File: src/rtl/cpu_pkg.sv
// Shared CPU definitions: default widths, fetch FSM states and the NOOP encoding.
package cpu_pkg;

    localparam int ADDR_W_DEFAULT = 8;
    localparam int DATA_W_DEFAULT = 16;

    // ISSUE: memory read of PC in flight, CAPTURE: IM_DATA valid for PC,
    // READY: prefetch buffer holds the word at PC.
    typedef enum logic [1:0] {
        ISSUE   = 2'd0,
        CAPTURE = 2'd1,
        READY   = 2'd2
    } fetch_state_t;

    // Instruction register contents after reset.
    localparam logic [DATA_W_DEFAULT-1:0] NOOP = 16'h0000;

endpackage

File: src/rtl/pc_register.sv
// Program counter with clear / load / relative load / increment priority mux
// and a sticky flag recording that an increment rolled over past all-ones.
module pc_register #(
    parameter int ADDR_W = cpu_pkg::ADDR_W_DEFAULT
) (
    input  logic              Clock,
    input  logic              Reset,
    input  logic              clear,
    input  logic              load,
    input  logic              load_rel,
    input  logic              incr,
    input  logic [ADDR_W-1:0] target,
    output logic [ADDR_W-1:0] pc,
    output logic              pc_wrap
);

    // PC update: Reset > clear > load > increment, one change per cycle.
    // NOTE: sequential state uses non-blocking (<=) so every flop samples
    // pre-edge values regardless of statement order or block ordering.
    always_ff @(posedge Clock) begin
        if (Reset || clear) begin
            pc      <= '0;
            pc_wrap <= 1'b0;
        end else if (load) begin
            // Offset and PC have the same width, so a plain modulo add is the
            // sign-extended relative jump; a load never touches pc_wrap.
            pc <= load_rel ? pc + target : target;
        end else if (incr) begin
            pc <= pc + ADDR_W'(1);
            if (&pc) begin
                pc_wrap <= 1'b1;
            end
        end
    end

endmodule

File: src/rtl/fetch_unit.sv
// Instruction fetch stage: owns the PC, drives the synchronous instruction
// memory, keeps a one-word prefetch buffer and loads IR for the control unit.
module fetch_unit
    import cpu_pkg::*;
#(
    parameter int ADDR_W = ADDR_W_DEFAULT,
    parameter int DATA_W = DATA_W_DEFAULT
) (
    input  logic              Clock,
    input  logic              Reset,
    input  logic              PC_CLR,
    input  logic              PR_ID,
    input  logic              PC_IC,
    input  logic              PC_LD,
    input  logic              PC_LD_REL,
    input  logic [ADDR_W-1:0] PC_TARGET,
    output logic              IM_EN,
    output logic [ADDR_W-1:0] IM_ADDR,
    input  logic [DATA_W-1:0] IM_DATA,
    output logic [DATA_W-1:0] IR,
    output logic              IR_VALID,
    output logic [ADDR_W-1:0] PC,
    output logic              FETCH_BUSY,
    output logic              PC_WRAP
);

    fetch_state_t      state;
    logic [DATA_W-1:0] pf;
    logic              pending;
    logic              pc_change;

    // Any accepted PC command restarts the refill from the new address.
    assign pc_change = PC_CLR | PC_LD | PC_IC;

    pc_register #(.ADDR_W(ADDR_W)) u_pc (
        .Clock    (Clock),
        .Reset    (Reset),
        .clear    (PC_CLR),
        .load     (PC_LD),
        .load_rel (PC_LD_REL),
        .incr     (PC_IC),
        .target   (PC_TARGET),
        .pc       (PC),
        .pc_wrap  (PC_WRAP)
    );

    assign IM_EN   = (state == ISSUE);
    assign IM_ADDR = PC;

    // Prefetch buffer: captures the returning word when a refill completes.
    // NOTE: pf carries no reset; whether it holds a usable word is tracked
    // entirely by state, so resetting the data would only add logic.
    always_ff @(posedge Clock) begin
        if (state == CAPTURE && !pc_change) begin
            pf <= IM_DATA;
        end
    end

    // Fetch FSM plus IR / IR_VALID / pending / FETCH_BUSY bookkeeping.
    always_ff @(posedge Clock) begin
        if (Reset) begin
            state      <= ISSUE;
            IR         <= DATA_W'(NOOP);
            IR_VALID   <= 1'b0;
            pending    <= 1'b0;
            FETCH_BUSY <= 1'b1;
        end else begin
            // Request from the control unit: serve from PF or defer to refill.
            if (PR_ID) begin
                if (state == READY) begin
                    IR       <= pf;
                    IR_VALID <= 1'b1;
                end else begin
                    pending  <= 1'b1;
                    IR_VALID <= 1'b0;
                end
            end

            if (pc_change) begin
                // Drops PF and any in-flight read; pending survives.
                state      <= ISSUE;
                FETCH_BUSY <= 1'b1;
            end else begin
                case (state)
                    ISSUE: begin
                        state <= CAPTURE;
                    end
                    CAPTURE: begin
                        state      <= READY;
                        FETCH_BUSY <= 1'b0;
                        // A request arriving on this very edge is served too,
                        // otherwise it would sit in READY with nobody to serve it.
                        if (pending || PR_ID) begin
                            IR       <= IM_DATA;
                            IR_VALID <= 1'b1;
                            pending  <= 1'b0;
                        end
                    end
                    READY: begin
                        state <= READY;
                    end
                    default: begin
                        state <= ISSUE;
                    end
                endcase
            end
        end
    end

endmodule

File: config.mk
export PLATFORM = sky130hd
export DESIGN_NAME = fetch_unit
export DESIGN_NICKNAME = d
export VERILOG_FILES = /design/src/rtl/cpu_pkg.sv /design/src/rtl/pc_register.sv /design/src/rtl/fetch_unit.sv
export SDC_FILE = /design/constraint.sdc
export NUM_CORES = 1
export LEC_CHECK = 0
export CAP_MARGIN = 20
export CORE_MARGIN = 10
export CORE_UTILIZATION = 48
export DETAILED_ROUTE_END_ITERATION = 6
export GPL_TIMING_DRIVEN = 1
export HOLD_SLACK_MARGIN = 0.12
export PLACE_DENSITY = 0.8
export SYNTH_ARGS = -nofsm -noshare
export SYNTH_HDL_FRONTEND = slang
export SYNTH_HIERARCHICAL = 1
export SYNTH_SLANG_ARGS = --single-unit
File: constraint.sdc
create_clock -name Clock -period 2.11 [get_ports Clock]
set_clock_uncertainty 0.1 [all_clocks]
set_input_delay 0.422 -clock Clock [delete_from_list [all_inputs] [get_ports Clock]]
set_output_delay 0.422 -clock Clock [all_outputs]
set_load 0.03 [all_outputs]
Word level (Yosys, flattened, before mapping):

Index checks and enable logic that the tools add are counted.

* $add $sub $neg: 2
* equality and inequality tests: 2
* muxes and demuxes: 19
* bitwise operators: 3
* reduce and logical (&&, ||, !) cells: 9

Operators by type and width (count)
* 16-bit 2-to-1 mux: 5
* 8-bit 2-to-1 mux: 3
* 1-bit 2-to-1 mux: 10
* 10-bit AND reduction: 1
* 8-bit by 1-bit adder with 8-bit output (second input constant): 1
* 8-bit adder: 1
* 2-bit case mux with 2 select lines: 1
* 2-bit OR reduction: 2
* 2-bit by 1-bit equality test with 1-bit output (second input constant): 1
* 2-bit equality test (second input constant): 1
* 2-bit logical NOT: 1
* 1-bit logical OR: 2
* 1-bit OR: 2
* 2-bit nonzero test: 1
* 1-bit logical AND: 1
* 1-bit logical NOT: 1
* 1-bit inverter: 1

* register bits after elaboration: 46
* input bits: 31
* output and inout port bits: 36
* word-level logic and storage cells: 43

Depth between registers and ports, before layout:

* depth in word-level cells: 6
* mapped depth: 8

By module:

The synthesis kept the hierarchy.

Modules (own cells, without submodules)
* fetch_unit: instances 1, cells an instance 120, area each 1564.0 sq um
* pc_register: instances 1, cells an instance 100, area each 827.0 sq um

Least setup slack after synthesis:

Ideal clock, no wire load.

* path type: register to register
* from: register u_pc.pc[0]
* to: register u_pc.pc[4]
* arrival: 1.875 ns
* setup slack: 0.065 ns
* cell stages (with the launch flop): 9
* buffers on the path: 0
* period minus slack after synthesis: 2.045 ns
* cell sequence: dfxtp_1 ha_1 inv_1 fa_1 inv_1 a21o_1 a21oi_1 mux2_2 a21oi_1

* longest elaborated chain between the ends: 3

Ends and longest elaborated chain
* start: declaration: line pc_register.sv:13 `output logic [ADDR_W-1:0] pc,`
* start signal: assignment: line pc_register.sv:27 `pc <= load_rel ? pc + target : target;`
* start signal: assignment: line pc_register.sv:29 `pc <= pc + ADDR_W'(1);`
* 8-bit by 1-bit adder with 8-bit output or 8-bit adder (tied branches): line pc_register.sv:29, pc_register.sv:27
* 8-bit 2-to-1 mux (on tied branches): line pc_register.sv:28, pc_register.sv:27
* 8-bit 2-to-1 mux *: line pc_register.sv:24 `end else if (load) begin`

Mark *: on every way between the ends. The rest lies on a longest branch, timed or not. The select of a mux whose other input is x is not followed.
A chain may end at the register's enable or synchronous reset.

Worst setup path in the final report:

* from: register u_pc.pc[3]
* to: output IM_ADDR[3]

RTL lines
* end: declaration: line fetch_unit.sv:18 `output logic [ADDR_W-1:0] IM_ADDR,`

No word-level cell between the ends.

==> metrics <==
DRC violations left=0; post-DP HPWL=roughly 4500 um; Die ar.=0.00820 mm2; Final Hold Fails=0; CP Launch Type=register; fin util=0.692; Async SR Flop Fraction=0; Worst Path Required=roughly 1600 ps; Pre-antenna DRT Iters=4; Final #Nets=between 300 and 400; top_reg_cell synth=dfxtp_1; Worst VDD drop=0.000298 V; clock root buffer=clkbuf_8; fin crit period=between 2000 and 2500 ps; Max Clk Rate=between 0.4 and 0.5 GHz; placed inst area=0.00320 mm2; part of the cycle the worst path needs=0.972; Static Leak=around 1.3 nW; WL final=approximately 6000 um; CP max stage cell=clkdlybuf4s50_1; CP arrival=1530 ps; first-pass GRT wire length=approximately 9800 um; die height=between 90 and 100 um; number of synthesized flops with an enable pin=16; Final Worst Setup Slack=60.1 ps; Layout area overhead=38.6%; Worst-Skew Late Latency=300 ps; Post-Synthesis Cell Area=about 0.0024 mm2; number of warnings issued by yosys=6; gr usage total=0.145; input/output buffers=66; CTS Buf Count=5; CP Cell Sequence=clkdlybuf4s50_1; Worst-path clk slew=80 ps; Yosys top cell by area=dfxtp_1; core box area=between 0.004 and 0.005 mm2; ANT nets after route=0; initial antenna violation count=0; Worst Hold Class=register to register; status=finished clean; Slew @ Worst Pin=just over 400 ps; crit-path max cell delay=about 740 ps; PwrDens=around 540 mW/mm2; final setup vio count=0; fin area=roughly 0.0033 mm2; I/O pin total=67; Area contributors post-synth=dfxtp_1 25%, edfxtp_1 20%, mux2i_1 8.4%, ha_1 6.3%, a221oi_2 5.7%; Min Hold Slack=388 ps; antenna cells=0; cell with the most instances after synthesis=dfxtp_1; routability cong.=0.854; vias in the first global route=slightly below 2000; post-DR vias/cell=between 5 and 6; clk sink count=46; vias=1990; Seq/Total Area, Yosys=0.452; starting density of the core=0.500; Yosys cell types=43; Crit Path Category=register to primary output; num rows=25; WL/cell=around 16 um; WP buf/inv=1; Post-Place Setup Slack=-264 ps; Avg Inst Size Synth=10.9 um2; CP endpoint kind=primary output; cell family with most CP delay=buffers and inverters; H-tree Lvls=2; DRT iter0 DRCs=68; Slew Limit Fails=0; Setup Fix Bufs, Post-CTS=0; critical path peak fanout=7; synthesized flop and latch total=between 40 and 50; total gr overflow=0; pin count of the biggest net entering global routing=34; Synth top area share=0.251; RSZ-0062 raised after global routing=false; max cap viols=0; CTS tree=built; syn_nets=264; DIE WIDTH=roughly 90 um; share of cells above drive strength 1=0.148; Filler cells=between 300 and 400; Syn Inst Count=between 200 and 250; clk buf depth=2; list of most frequent post-synthesis cells=30 x dfxtp_1, 23 x nor2_1, 20 x mux2i_1; Max-slew headroom=0.727
[flip-flops by register name, indices dropped and copies added, names as in the netlist]
register	cells
FETCH_BUSY	1
IR	16
IR_VALID	1
pending	1
pf	16
state	2
u_pc/pc	8
u_pc/pc_wrap	1
[layout by cell type (no fill, tap or decap), types with 2 or more instances in the layout]
cell / synthesis / layout
o21ai_0: 5 / 5
a221oi_2: 9 / 9
a31oi_1: 3 / 3
and2_1: 2 / 2
dfxtp_1: 30 / 30
nand2b_1: 4 / 4
a211oi_1: 3 / 2
nor2_1: 23 / 23
ha_1: 12 / 11
clkbuf_1: 5 / 2
a21o_1: 2 / 2
inv_1: 10 / 10
clkbuf_8: 0 / 5
o22ai_1: 2 / 2
xnor2_1: 9 / 9
nand2_1: 9 / 9
xor2_1: 2 / 2
buf_12: 0 / 2
dlymetal6s2s_1: 0 / 2
nand4_1: 4 / 4
mux2i_1: 20 / 20
a221oi_1: 7 / 7
o211ai_1: 2 / 2
a21oi_1: 8 / 7
buf_4: 9 / 18
nor4_1: 2 / 2
or3_1: 2 / 2
edfxtp_1: 16 / 16
clkdlybuf4s50_1: 0 / 63
[cells by family after synthesis]
group	after synthesis	share of synthesized area
buf+inv	27	0.0607
simple gates	51	0.106
xor+xnor	11	0.0403
mux	21	0.0884
compound gates	51	0.181
flops	46	0.452
fa+ha+maj	13	0.0712
[final cells by class]
cell class                 instances  area (um2)  area share
multi-input combinational        147        1190       0.358
sequential                        46        1080       0.326
timing repair buffer              86         840       0.253
clock inverter                     1        7.51     0.00227
clock buffer                       7        76.3      0.0230
inverter                          10        37.5      0.0113
tap                               67        83.8      0.0253
[what timing repair did]
| item | CTS | global route |
|---|---|---|
| setup endpoints to repair | 1 | 6 |
| gates resized for setup | 1 | 8 |
| pin swaps | 0 | 6 |
| hold buffers | 0 | 0 |
[routing by layer]
| metal | wire length [um] | up-vias | GRT usage |
|---|---|---|---|
| li1 | - | 968 | - |
| met1 | 2570 | 937 | 0.175 |
| met2 | 2890 | 73 | 0.228 |
| met3 | 395 | 12 | 0.0416 |
| met4 | 143 | 0 | 0.0729 |
| met5 | 0 | - | 0 |
[power by group]
part           total (W)  switching, W  internal [W]
Clock           0.000528      0.000293      0.000235
Sequential      0.000942     0.0000148      0.000928
Combinational   0.000327      0.000165      0.000162
[final timing paths]
kind / slack, ps / start / depth (start not counted) / to
max: 60 / u_pc/pc[3]$_SDFFE_PP0P_ / 1 / IM_ADDR[3]
max reg2reg: 270 / u_pc/pc[4]$_SDFFE_PP0P_ / 6 / u_pc/pc[7]$_SDFFE_PP0P_
min: 390 / FETCH_BUSY$_SDFFE_PP1P_ / 2 / FETCH_BUSY$_SDFFE_PP1P_
min reg2reg: 390 / FETCH_BUSY$_SDFFE_PP1P_ / 2 / FETCH_BUSY$_SDFFE_PP1P_
[metrics by stage]
stage / instances / power, W / setup TNS (ps)
final: 364 / 0.00180 / 0
after global routing: 364 / 0.00187 / 0
after CTS: 364 / 0.00181 / 0
after detailed placement: 356 / 0.00128 / -1210
after global placement: 356 / 0.00128 / -935
after floorplan: 220 / 0.00113 / 0
No activity file was read; power rests on OpenSTA's default activity.
